### config.mk
export PLATFORM = sky130hd
export DESIGN_NAME = cascade_mod_counter
export DESIGN_NICKNAME = d
export VERILOG_FILES = /design/src/rtl/cascade_mod_counter.sv
export SDC_FILE = /design/constraint.sdc
export NUM_CORES = 1
export LEC_CHECK = 0
export CAP_MARGIN = 20
export CORE_UTILIZATION = 40
export CTS_BUF_LIST = sky130_fd_sc_hd__clkbuf_4 sky130_fd_sc_hd__clkbuf_8
export CTS_CLUSTER_DIAMETER = 50
export DETAILED_ROUTE_END_ITERATION = 16
export MAX_ROUTING_LAYER = met4
export PLACE_DENSITY = 0.76
export SLEW_MARGIN = 5
export SYNTH_ARGS = -nofsm -noshare
export SYNTH_HDL_FRONTEND = slang
export SYNTH_SLANG_ARGS = --single-unit
### constraint.sdc
create_clock -name clk -period 3.8 [get_ports clk]
set_clock_uncertainty 0.05 [all_clocks]
set_input_delay 0.76 -clock clk [delete_from_list [all_inputs] [get_ports clk]]
set_output_delay 0.76 -clock clk [all_outputs]
set_load 0.005 [all_outputs]
### src/rtl/cascade_mod_counter.sv
// Up/down modulo counter with a non-zero floor, optional runtime ceiling, clamped
// preset load, wrap/saturate mode and registered one-cycle carry/borrow pulses.
module cascade_mod_counter #(
    parameter int W       = 6,
    parameter int MIN     = 0,
    parameter int MAX     = 59,
    parameter int DYN_LIM = 0
) (
    input  logic         clk,
    input  logic         rst,
    input  logic         en,
    input  logic         up_down,
    input  logic         sat,
    input  logic         ld,
    input  logic [W-1:0] ld_val,
    input  logic [W-1:0] lim,
    output logic [W-1:0] count,
    output logic         tc_up,
    output logic         tc_dn,
    output logic         at_max,
    output logic         at_min
);

    // One extra bit keeps compares and +1 safe when the ceiling is 2^W-1.
    localparam logic [W:0] MIN_X = (W+1)'(MIN);
    localparam logic [W:0] MAX_X = (W+1)'(MAX);

    logic [W:0]   hi;
    logic [W:0]   cnt_x;
    logic [W:0]   ld_x;
    logic [W:0]   lim_x;
    logic [W-1:0] count_nxt;
    logic         tc_up_nxt;
    logic         tc_dn_nxt;

    assign cnt_x = {1'b0, count};
    assign ld_x  = {1'b0, ld_val};
    assign lim_x = {1'b0, lim};

    always_comb begin
        hi = MAX_X;
        if (DYN_LIM != 0) begin
            if (lim_x < MIN_X)
                hi = MIN_X;
            else if (lim_x > MAX_X)
                hi = MAX_X;
            else
                hi = lim_x;
        end
    end

    // Priority: load, then pull an out-of-range count down to hi, then step.
    always_comb begin
        count_nxt = count;
        tc_up_nxt = 1'b0;
        tc_dn_nxt = 1'b0;
        if (ld) begin
            if (ld_x < MIN_X)
                count_nxt = MIN_X[W-1:0];
            else if (ld_x > hi)
                count_nxt = hi[W-1:0];
            else
                count_nxt = ld_val;
        end else if (cnt_x > hi) begin
            count_nxt = hi[W-1:0];
        end else if (en) begin
            if (!up_down) begin
                if (cnt_x < hi) begin
                    count_nxt = cnt_x[W-1:0] + 1'b1;
                end else if (!sat) begin
                    count_nxt = MIN_X[W-1:0];
                    tc_up_nxt = 1'b1;
                end
            end else begin
                if (cnt_x > MIN_X) begin
                    count_nxt = cnt_x[W-1:0] - 1'b1;
                end else if (!sat) begin
                    count_nxt = hi[W-1:0];
                    tc_dn_nxt = 1'b1;
                end
            end
        end
    end

    always_ff @(posedge clk) begin
        if (!rst) begin
            count <= MIN_X[W-1:0];
            tc_up <= 1'b0;
            tc_dn <= 1'b0;
        end else begin
            count <= count_nxt;
            tc_up <= tc_up_nxt;
            tc_dn <= tc_dn_nxt;
        end
    end

    assign at_max = (cnt_x == hi);
    assign at_min = (cnt_x == MIN_X);

endmodule

==> results.md <==
Floorplan:
- The die footprint is 2080 um^2.
- The standard cell core area is 1750 um^2.
- The die height is 45.6 um.
- The die is 45.6 um wide.
- For this design the top-level I/O count stands at 28.
- The initialized floorplan defines 15 standard-cell rows.
- Once the floorplan was initialized, standard cells occupied 43.5% of the core.

Drt:
- The number of vias per cell after detailed routing is 5.83.
- The DRC violation count after routing is 0.
- The count of nets left with antenna violations once routing finished came out at 0.
- The routed design has 1880 um of wire.
- The detailed router's first-iteration violation count is 13.
- The detailed-route via count is 793.
- The first detailed-routing pass took 4 iterations.
- After detailed routing, the average wire length per cell comes to 13.8 um.

Final layout:
- The growth of design area from synthesis to finish is 26.7%.
- The antenna diode count is 0.
- The most common cell after layout, fill and taps aside is clkdlybuf4s50_1.
- The final standard cell count with taps included and fillers excluded is 136.
- Of the cells placed in the final design, the portion with a size suffix greater than 1 is 9.91%.
- The number of inserted filler cells in the final layout is 164.
- In the layout the commonest cells are 21 x clkdlybuf4s50_1, 9 x nor2_1, 9 x o21ai_0.
- The final layout contains 134 nets.

Worst setup path:
- The critical-path maximum fanout is 14.
- The data required time of the critical path is 2990 ps.
- The critical path is of the reg2out type.
- STA puts the critical path data arrival time at 2050 ps.
- The cell count of the worst reg-to-reg path is 7.
- The endpoint of the worst-slack reg-to-reg timing path is count[1].
- STA classifies the critical path startpoint as a flip-flop.
- Setup slack on the worst reg-to-reg path comes out at 1680 ps.
- The kind of end point of the critical path is a primary output.
- The startpoint identified for the worst register-to-register timing path is count[1].

Logic synthesis:
- The flop and latch count out of synthesis is 8.
- After synthesis, the share of flip-flops with an asynchronous set or reset is 0%.
- The average footprint of a synthesized cell is 7.99 um^2.
- The post-synthesis sequential area ratio is 21.1%.
- Yosys mapped the design onto 39 distinct sky130hd cell types.
- The cell area after technology mapping is 759 um^2.
- The most used flip-flop cell after synthesis is dfxtp_1.
- The portion of synthesized cell area occupied by the leading cell type is 21.1%.
- The cell type with the highest aggregate area in the netlist is dfxtp_1.
- During synthesis, Yosys emitted a total of 0 warnings.
- In the post-synthesis netlist, the biggest area contributors are dfxtp_1 21%, o21ai_0 5.9%, ha_1 4.9%.
- The number of nets handed over by synthesis was 116.
- The number of enable flip-flop cells after synthesis is 0.
- The instance count of the mapped netlist is 95.

Power:
- Combinational logic burns 36.0% of the power.
- The clock network fraction of design power is 24.9%.
- The net switching share of the total power is 34.1%.
- The leakage power is 0.361 nW.
- The part of the total power dissipated in sequential elements is 39.1%.
- The power spent charging and discharging nets is 0.0000946 W.
- In this run the power density over the cells is 288 nW/um^2.
- The maximum resistive drop on vdd is 0.194 mV.
- Summing internal, switching and leakage power gives 0.000277 W.
- The internal power contribution is 0.000183 W.

Timing:
- Setup repair after global routing left no endpoint under its margin.
- The post-layout worst setup margin is 938 ps.
- The minimum period implied by the final worst setup slack is 2860 ps.
- The final number of hold-violating endpoints was 0.
- In the final timing run, aggregate negative setup slack is 0 ps.
- The final critical path takes up 75.3% of the cycle.
- The number of max-slew violations in the final report was 0.
- The final setup violation count is 0.
- The headroom to the max-slew limit is 58.5%.
- At the pin with the least slew margin, the transition time is 622 ps.
- Derived from the worst setup path, the maximum achievable clock frequency is 0.349 GHz.

Clocking:
- Buffers inserted to repair hold after CTS numbered 0.
- The post-CTS setup-driven buffer insertion count is 0.
- The TritonCTS sink count is 8.
- CTS built an H-tree with a depth of 1.
- TritonCTS created 3 clock buffers.
- The clock insertion delay at the later pin of the skew report is 260 ps.
- The master cell of the clock root buffer is clkbuf_4.
- TritonCTS built the clock tree.
- After clock tree synthesis, the clock-pin slew on the worst setup and hold paths is 50 ps.
- The post-cts resize count is 0.
- The clock passes through at most 2 buffers.

Run:
- The tool flagged a number of max-cap violations equal to 0.

Status:
- The run finished with clean final reports.

Global route:
- The total global routing track utilization is 21.1%.
- The maximum number of pins on one net before global-route repair is 19.
- The first global-routing pass estimated 2990 um of wire.
- The via count of the first global-routing pass is 610.
- The total overflow reported by the global router is 0.
- The number of antenna violations at the first check in global routing came to 0.

Placement:
- The instance count after placement with tap cells included is 133.
- At the end of routability-driven placement, the weighted congestion stood at 0.783.
- The half-perimeter wire length of the detailed placement result is 1370 um.
- OpenSTA, run right after detailed placement, puts the worst setup slack at 1040 ps.
- The number of input and output port buffers inserted is 21.

Worst hold path:
- The terminating pin of the worst hold path is count[3].
- The startpoint identified for the worst hold timing path is count[3].
- Along the worst hold path, the cell count comes to 2.
- The class of the tightest hold or removal check is reg2reg.
==> Yosys cell counts (3+ instances only) <==
library cell	instances
inv_1	6
o21ai_0	9
ha_1	3
a21oi_1	3
buf_6	3
nand4_1	3
dfxtp_1	8
o211ai_1	3
nand2_1	5
nand3_1	3
nor2_1	9
nor3b_1	3
==> area by class of cell <==
type | instances | area [um^2] | share of cell area [%]
Clock buffer | 3 | 22.5 | 2.34
Inverter | 6 | 22.5 | 2.34
Multi-Input combinational cell | 73 | 515 | 53.6
Sequential cell | 8 | 160 | 16.6
Tap cell | 25 | 31.3 | 3.25
Timing Repair Buffer | 21 | 210 | 21.8
==> critical path, cell delays in order, from the launching register on <==
cell and delay [ps]:
dfxtp_1 580, nand3_1 340, nor3b_1 320, clkdlybuf4s50_1 540
==> power by group through the flow <==
stage	clock network (W)	registers [W]	logic [W]
after global routing	0.0000751	0.000110	0.000110
after detailed placement	0	0.000110	0.0000994
after floorplan	0	0.0000981	0.0000756
after global placement	0	0.000109	0.0000974
after CTS	0.0000711	0.000108	0.0000999
final	0.0000690	0.000109	0.0000998
==> sequential cells by signal, summed over array words and instances, names as in the netlist <==
name and cells:
count 6, tc_dn 1, tc_up 1
==> worst max-delay path by stage <==
stage,startpoint,to,slack [ps],depth (start not counted)
finish,count[3],at_max,940,3
detailed placement,up_down,count[5],1040,5
global placement,up_down,count[5],1050,5
global route,count[3],at_max,830,3
CTS,count[0],at_min,950,5
floorplan,up_down,count[5],1720,5
==> per-stage QoR <==
step	util (%)	area, um^2	hold slack [ps]
2_1_floorplan	-	759	597
3_3_place_gp	53.8	940	585
3_5_place_dp	53.8	940	593
4_1_cts	55.1	962	604
5_1_grt	55.1	962	648
6_report	55.1	962	609
==> logic make-up (layout without fill, tap and decap cells) <==
kind of cell	Yosys count	after routing	synth area share (%)
compound gates	35	35	36.6
fa+ha+maj	3	3	4.94
buf+inv	14	30	11.0
flops	8	8	21.1
mux	1	1	1.32
simple gates	34	34	25.0
==> routing by layer <==
layer  share of wire, %  global-route usage (%)
met1                 45                    27.1
met2                 47                    30.6
met3                5.9                    5.95
met4                1.8                    9.09
met5                  0                       -
(Power assumes the default switching activity.)
